--- src/rtl/cp0_reg.sv ---
// ============================================================================
// Module      : cp0_reg
// Description : MIPS32 coprocessor-0 register file fed by the MEM/WB write
//               triple, MEM-stage exception info, interrupt lines and Count.
//               Optional BadVAddr register enabled by macro CP0_BADVADDR_EN.
// Revision    : 1.0 - initial release
// ============================================================================
`default_nettype none

module cp0_reg #(
    parameter logic [31:0] PRID_VALUE   = 32'h00480102,
    parameter logic [31:0] CONFIG_VALUE = 32'h00008000
) (
    input  logic        clk,
    input  logic        rst,
    input  logic        we_i,
    input  logic [4:0]  waddr_i,
    input  logic [31:0] wdata_i,
    input  logic [4:0]  raddr_i,
    input  logic [5:0]  int_i,
    input  logic [31:0] excepttype_i,
    input  logic [31:0] current_inst_addr_i,
    input  logic        is_in_delayslot_i,
`ifdef CP0_BADVADDR_EN
    input  logic [31:0] badvaddr_i,
    output logic [31:0] badvaddr_o,
`endif
    output logic [31:0] data_o,
    output logic [31:0] count_o,
    output logic [31:0] compare_o,
    output logic [31:0] status_o,
    output logic [31:0] cause_o,
    output logic [31:0] epc_o,
    output logic [31:0] config_o,
    output logic [31:0] prid_o,
    output logic        timer_int_o
);

    localparam logic [4:0]  c_reg_badvaddr = 5'd8;
    localparam logic [4:0]  c_reg_count    = 5'd9;
    localparam logic [4:0]  c_reg_compare  = 5'd11;
    localparam logic [4:0]  c_reg_status   = 5'd12;
    localparam logic [4:0]  c_reg_cause    = 5'd13;
    localparam logic [4:0]  c_reg_epc      = 5'd14;
    localparam logic [4:0]  c_reg_prid     = 5'd15;
    localparam logic [4:0]  c_reg_config   = 5'd16;
    localparam logic [31:0] c_status_rst   = 32'h10000000;

    logic [31:0] count_q,   count_d;
    logic [31:0] compare_q, compare_d;
    logic [31:0] status_q,  status_d;
    logic [31:0] cause_q,   cause_d;
    logic [31:0] epc_q,     epc_d;
    logic        timer_q,   timer_d;
`ifdef CP0_BADVADDR_EN
    logic [31:0] badvaddr_q, badvaddr_d;
`endif

    logic        w_exc_valid;
    logic        w_exc_eret;
    logic        w_exc_addr;
    logic [4:0]  w_exc_code;

    always_comb begin
        w_exc_valid = 1'b0;
        w_exc_eret  = 1'b0;
        w_exc_addr  = 1'b0;
        w_exc_code  = 5'd0;
        case (excepttype_i)
            32'h0000_0001: begin w_exc_valid = 1'b1; w_exc_code = 5'd0;  end
            32'h0000_0008: begin w_exc_valid = 1'b1; w_exc_code = 5'd8;  end
            32'h0000_000a: begin w_exc_valid = 1'b1; w_exc_code = 5'd10; end
            32'h0000_000d: begin w_exc_valid = 1'b1; w_exc_code = 5'd13; end
            32'h0000_000c: begin w_exc_valid = 1'b1; w_exc_code = 5'd12; end
`ifdef CP0_BADVADDR_EN
            32'h0000_0004: begin w_exc_valid = 1'b1; w_exc_addr = 1'b1; w_exc_code = 5'd4; end
            32'h0000_0005: begin w_exc_valid = 1'b1; w_exc_addr = 1'b1; w_exc_code = 5'd5; end
`endif
            32'h0000_000e: w_exc_eret = 1'b1;
            default: ;
        endcase
    end

    always_comb begin
        count_d   = count_q + 32'd1;
        compare_d = compare_q;
        status_d  = status_q;
        cause_d   = cause_q;
        epc_d     = epc_q;
        timer_d   = timer_q;
`ifdef CP0_BADVADDR_EN
        badvaddr_d = badvaddr_q;
`endif

        if ((compare_q != 32'd0) && (count_q == compare_q)) begin
            timer_d = 1'b1;
        end

        cause_d[15:10] = int_i;

        if (we_i) begin
            case (waddr_i)
                c_reg_count:   count_d  = wdata_i;
                c_reg_compare: begin
                    compare_d = wdata_i;
                    timer_d   = 1'b0;
                end
                c_reg_status:  status_d = wdata_i;
                c_reg_epc:     epc_d    = wdata_i;
                c_reg_cause: begin
                    cause_d[9:8] = wdata_i[9:8];
                    cause_d[22]  = wdata_i[22];
                    cause_d[23]  = wdata_i[23];
                end
                default: ;
            endcase
        end

        // Exceptions land after software writes so they win on shared fields;
        // EPC/BD only capture on the first exception (EXL sampled pre-edge).
        if (w_exc_valid) begin
            status_d[1]  = 1'b1;
            cause_d[6:2] = w_exc_code;
            if (!status_q[1]) begin
                if (is_in_delayslot_i) begin
                    epc_d       = current_inst_addr_i - 32'd4;
                    cause_d[31] = 1'b1;
                end else begin
                    epc_d       = current_inst_addr_i;
                    cause_d[31] = 1'b0;
                end
            end
        end else if (w_exc_eret) begin
            status_d[1] = 1'b0;
        end

`ifdef CP0_BADVADDR_EN
        if (w_exc_addr) begin
            badvaddr_d = badvaddr_i;
        end
`endif
    end

    always_ff @(posedge clk) begin
        if (rst) begin
            count_q   <= 32'd0;
            compare_q <= 32'd0;
            status_q  <= c_status_rst;
            cause_q   <= 32'd0;
            epc_q     <= 32'd0;
            timer_q   <= 1'b0;
`ifdef CP0_BADVADDR_EN
            badvaddr_q <= 32'd0;
`endif
        end else begin
            count_q   <= count_d;
            compare_q <= compare_d;
            status_q  <= status_d;
            cause_q   <= cause_d;
            epc_q     <= epc_d;
            timer_q   <= timer_d;
`ifdef CP0_BADVADDR_EN
            badvaddr_q <= badvaddr_d;
`endif
        end
    end

    always_comb begin
        data_o = 32'd0;
        case (raddr_i)
`ifdef CP0_BADVADDR_EN
            c_reg_badvaddr: data_o = badvaddr_q;
`else
            c_reg_badvaddr: data_o = 32'd0;
`endif
            c_reg_count:    data_o = count_q;
            c_reg_compare:  data_o = compare_q;
            c_reg_status:   data_o = status_q;
            c_reg_cause:    data_o = cause_q;
            c_reg_epc:      data_o = epc_q;
            c_reg_prid:     data_o = PRID_VALUE;
            c_reg_config:   data_o = CONFIG_VALUE;
            default:        data_o = 32'd0;
        endcase
    end

    assign count_o     = count_q;
    assign compare_o   = compare_q;
    assign status_o    = status_q;
    assign cause_o     = cause_q;
    assign epc_o       = epc_q;
    assign config_o    = CONFIG_VALUE;
    assign prid_o      = PRID_VALUE;
    assign timer_int_o = timer_q;
`ifdef CP0_BADVADDR_EN
    assign badvaddr_o  = badvaddr_q;
`endif

endmodule

`default_nettype wire

--- config.mk ---
export PLATFORM = sky130hd
export DESIGN_NAME = cp0_reg
export DESIGN_NICKNAME = d
export VERILOG_FILES = /design/src/rtl/cp0_reg.sv
export SDC_FILE = /design/constraint.sdc
export NUM_CORES = 1
export LEC_CHECK = 0
export CAP_MARGIN = 20
export CORE_AREA = 2 2 143 145
export DETAILED_ROUTE_END_ITERATION = 7
export DIE_AREA = 0 0 145 147
export GPL_TIMING_DRIVEN = 0
export HOLD_SLACK_MARGIN = 0.1
export PLACE_DENSITY = 0.94
export SLEW_MARGIN = 20
export SYNTH_ARGS = -nofsm -noshare
export SYNTH_HDL_FRONTEND = slang
export SYNTH_SLANG_ARGS = --single-unit
export TNS_END_PERCENT = 50
--- constraint.sdc ---
create_clock -name clk -period 3.8 [get_ports clk]
set_input_delay 0.57 -clock clk [delete_from_list [all_inputs] [get_ports clk]]
set_output_delay 0.57 -clock clk [all_outputs]
set_load 0.01 [all_outputs]
## Yosys cells after proc, flatten, opt, wreduce, memory -nomap -nowiden

Cells that the tools add are included.

| operators by class | value |
|---|---|
| reduce and logical (&&, ||, !) cells | 10 |
| multiply operators | 0 |
| bitwise gates (word level) | 1 |
| equal/unequal tests | 19 |
| add/sub/neg operators | 2 |
| order comparisons | 0 |
| shifts and indexed selects | 0 |
| divide/modulo/power cells | 0 |
| multiplexer cells | 19 |

Operators with widths:

| cell | number |
|---|---|
| $mux 32 | 7 |
| $pmux 32 s7 | 1 |
| $eq 32x4->1 const B | 5 |
| $eq 5x4->1 const B | 11 |
| $add 32x1->32 const B | 1 |
| $eq 32x1->1 const B | 1 |
| $eq 32x32->1 | 1 |
| $reduce_bool 32->1 | 1 |
| $sub 32x3->32 const B | 1 |
| $pmux 4 s4 | 1 |
| $reduce_and 2->1 | 5 |
| $mux 1 | 8 |
| $reduce_bool 3->1 | 2 |
| $eq 5x5->1 const B | 1 |
| $reduce_or 5->1 | 1 |
| $mux 2 | 2 |
| $logic_and 1x1->1 | 1 |
| $not 1->1 | 1 |

| word-level totals | value |
|---|---|
| flip-flop bits (word level) | 145 |
| memories | 0 |
| bits in writable memories | 0 |
| output and inout port bits | 257 |
| word-level logic and storage cells | 61 |
| bits in latches | 0 |
| ROM bits | 0 |
| bits of input ports | 116 |

## Longest topological paths before layout

Gate-level depths: netlist (run 1).

| depth | value |
|---|---|
| depth after elaboration | 5 |
| gate-level depth with buffers | 8 |
| gate-level depth less buffers | 7 |

## Worst setup path after synthesis (run 1)

No wires, ideal clock.

| timing | value |
|---|---|
| path type | input port to output port |
| start point | input port raddr_i[3] |
| end point | output port data_o[0] |
| stages on the path | 7 |
| arrival time | 1.948 ns |
| path slack | 1.282 ns |
| required time | 3.230 ns |
| path buffers | 2 |
| path through | nor2b_1 -> clkbuf_1 -> nand2_1 -> nor3b_1 -> clkbuf_1 -> a22oi_1 -> o21ai_0 |

| between the ends | value |
|---|---|
| cells in the longest elaborated chain, start to end | 2 |
| elaborated cells on any way between the ends | 8 |
| classes of those cells | 7 x eq/ne; 1 x mux |

Ends and longest elaborated chain:

| item | line | source |
|---|---|---|
| from (decl) | 19 | `input logic [4:0] raddr_i,` |
| $eq 5x5->1 or $eq 5x4->1 (tied branches) | 170 | `case (raddr_i)` |
| $pmux 32 s7 (*) | 170 |  |
| to (decl) | 28 | `output logic [31:0] data_o,` |

Every way passes the cells marked *; elsewhere a longest branch is shown, timed or not.

## Worst setup path in the final report (run 1)

| timing | value |
|---|---|
| start point | input port raddr_i[3] |
| end point | output port data_o[15] |

The elaborated chain is that of the path after synthesis.

==> results by group, run 1 <==
Yosys
  • Most used DFF post-synth: dfxtp_1
  • Syn Inst Count: 1040
  • Syn Std Cell Area: 8650 um2
  • Post-synth EDFFs: 0
  • Synth unique cells: 55
  • Synthesized flop and latch total: 144
  • Post-synth ARST share: 0%
  • Warnings, synthesis: 0
  • Register area share after synthesis: 33.3%
  • Syn avg cell area: 8.32 um2

STA
  • Min Tclk post-route: 3.73 ns
  • Clock Skew: 0.00859 ns
  • Setup slack after layout: 0.0736 ns
  • Unrepaired setup endpoints after global routing: false
  • Setup TNS: 0 ns
  • Max Slew Vio Count: 0
  • Final setup viols: 0
  • Hold Violations, Final: 0
  • F_max: 268 MHz
  • Actual slew at the worst max-slew pin: between 0.8 and 0.9 ns
  • Final Cycle Share: 98.1%
  • Max-slew headroom: between 40% and 50%

Placed design
  • Dpl cells: 1676
  • Final HPWL DP: 28.7 mm
  • Dpl cell area: approximately 12000 um2
  • Worst slack, placed: -0.375 ns
  • Gpl congestion: 0.957
  • Port buffer count: roughly 290

Cells and area
  • Non-Filler Instances: 1709
  • Fraction of layout cells with a size suffix above 1: between 10% and 20%
  • Fill cells: about 1700
  • Net count, final: about 1500
  • Design area: 12800 um2
  • Area of the multi-input gates: 5120 um2
  • Most common cell after layout, fill and taps aside: clkdlybuf4s50_1
  • Synth-to-layout area growth: 48.0%
  • FF+latch area: 2880 um2
  • Commonest non-fill, non-tap cells in the layout: 287 x clkdlybuf4s50_1, 145 x nand2_1, 144 x dfxtp_1, 91 x nor2_1, 83 x buf_4

Global routing
  • Total grt overflow: 0
  • Busiest layer in global routing: met2
  • Global-route wire length before repair: 54.0 mm
  • Routing usage on met3: 8.07%
  • GR Util All Layers: 33.0%
  • Vias in the first global route: 9135
  • Met2 GRT Util: 53.7%
  • Met1 GRT Util: 40.5%
  • Largest net degree at the start of global routing: 17
  • Initial antenna violation count: 0

Clocking
  • CTS sink cnt: around 140
  • CTS Buf Count: 17
  • Cts hold-fix bufs: 0
  • Worst-Skew Late Latency: 0.44 ns
  • H-tree Lvls: 4
  • Post-CTS Setup Bufs: 0
  • Clk buf depth: 2
  • CTS tree: built
  • Root buf cell: clkbuf_16
  • Clock-pin transition on the worst setup and hold timing paths: roughly 0.06 ns
  • CTS resizes: 12

Setup path
  • Worst path most repeated cell: clkdlybuf4s50_1
  • Max incr delay on CP: roughly 0.64 ns
  • WP buf/inv: 4
  • CP startpoint kind: input pin
  • Worst setup path startpoint: raddr_i[3]
  • CP max stage cell: clkdlybuf4s50_1
  • Critical R2R Launch: count_o[0]$_SDFF_PP0_
  • CP required: roughly 3.2 ns
  • WP data arrival: about 3.2 ns
  • Worst path cell trace: clkdlybuf4s50_1 > nor2b_1 > clkbuf_2 > and3_1 > nor2b_2 > clkbuf_4 > a221oi_1 > o31ai_1 > clkdlybuf4s50_1
  • Logic depth of the worst path, buffers included: 9
  • Worst setup path class: in2out
  • Setup crit end kind: primary output
  • Delay-heaviest family, CP: buffers and inverters
  • CP max FO: 10
  • Worst reg2reg path depth: 6

Run
  • MaxCap Viol Count: 0

Route
  • Drt pass-1 iters: 7
  • Via count: 9612
  • Post-route DRC: 0
  • WL final: 36.4 mm
  • Wire per inst: roughly 21 um
  • DR vias/cell: 5.62
  • ANT nets after route: 0
  • 1st-iter DRT viols: 1082

Worst hold path
  • Cells on Worst Hold Path: 2
  • Worst Hold Class: reg2reg
  • HP Start: status_o[22]$_SDFFE_PP0P_

Pwr
  • Pwr/cell area: 300 nW/um2
  • Lkg Pwr: roughly 4.7 nW
  • Pwr Total: 3.85 mW
  • Maximum vdd drop: 0.342 mV

Floorplan
  • CORE AREA: 19800 um2
  • I/O Pins: 373
  • Die area: 21300 um2
  • Row Count: 52
  • DIE WIDTH: ~150 um
  • Chip height: 147 um
  • Initial Utilization: approximately 44%

Run status
  • Status: finished, final reports clean
==> flip-flops by register name (all words and copies together), names as in the netlist <==
| register | count |
|---|---|
| epc_o | 32 |
| compare_o | 32 |
| status_o | 32 |
| cause_o | 15 |
| count_o | 32 |
| timer_int_o | 1 |
==> per-layer routing <==
metal	wire length [um]	part of all wire, %	up-vias
li1	-	-	4301
met1	13700	38	4476
met2	16700	46	690
met3	3940	11	145
met4	2130	5.8	0
met5	0	0	-
==> stage by stage <==
stage,util (%),hold slack (ns)
floorplan,-,0.492
global placement,61.3,0.456
detailed placement,61.3,0.467
CTS,64.5,0.475
global route,64.5,0.492
finish,64.6,0.477
==> Yosys cell counts, types with 15 or more instances <==
cell	number	area, um2
buf_4	83	623
mux2_2	26	293
a21oi_1	64	320
nand2_1	145	544
nand4_1	20	125
o21ai_0	18	90.1
a211oi_1	58	435
dfxtp_1	144	2880
a22oi_1	20	150
nor4_1	22	138
nand3_1	19	95.1
buf_2	15	75.1
xnor2_1	64	561
nor3_1	17	85.1
clkbuf_1	50	188
xor2_1	25	219
nor2_1	91	342
mux2i_1	36	360
==> worst register-to-register path, delay by kind of cell, from the launching register on <==
family                     cells  cell delay, ns
and+or+nand+nor                3            0.97
xor gates and xnor gates       1            0.20
adders and majority gates      1            0.44
AOI/OAI and AO/OA              1            0.26
DFF                            1            0.60
==> area by class of cell <==
type / instances / share of cell area (%)
repair buffers: 287 / 22.4
flip-flops and latches: 144 / 22.5
inverters: 3 / 0.0879
clock buffers: 19 / 3.54
diodes: 1 / 0.0195
multi-input cells: 817 / 40.0
well taps: 270 / 2.64
plain buffers: 155 / 7.56
clock inverters: 13 / 1.26
==> cells by family (layout without fill, tap and decap cells) <==
kind of cell | Yosys count | in the layout | share of synthesized area [%]
muxes | 69 | 69 | 8.46
buffers and inverters | 158 | 477 | 11.2
and+or+nand+nor | 375 | 375 | 21.8
AOI/OAI and AO/OA | 201 | 201 | 15.9
other | 2 | 82 | 0.0868
adders and majority gates | 2 | 2 | 0.289
xor gates and xnor gates | 89 | 89 | 9.01
DFF | 144 | 144 | 33.3
==> final timing paths <==
path,slack (ns),endpoint
max reg2reg,1.24,count_o[22]$_SDFF_PP0_
min reg2reg,0.48,status_o[22]$_SDFFE_PP0P_
min,0.48,status_o[22]$_SDFFE_PP0P_
max,0.07,data_o[15]
==> power breakdown <==
part / internal [mW] / switching (mW)
sequential: 1.53 / 0.0284
clock: 1.07 / 0.697
combinational: 0.264 / 0.261
total: 2.86 / 0.987
Power figures use the tool's default switching activity.
==> run 2, diff against run 1 <==
--- a/config.mk
+++ b/config.mk
@@ -5,7 +5,6 @@
 export SDC_FILE = /design/constraint.sdc
 export NUM_CORES = 1
 export LEC_CHECK = 0
-export CAP_MARGIN = 20
 export CORE_AREA = 2 2 143 145
 export DETAILED_ROUTE_END_ITERATION = 7
 export DIE_AREA = 0 0 145 147
==> results of run 2 <==
Same layout as run 1: the final DEF is identical, and so are final timing and power.
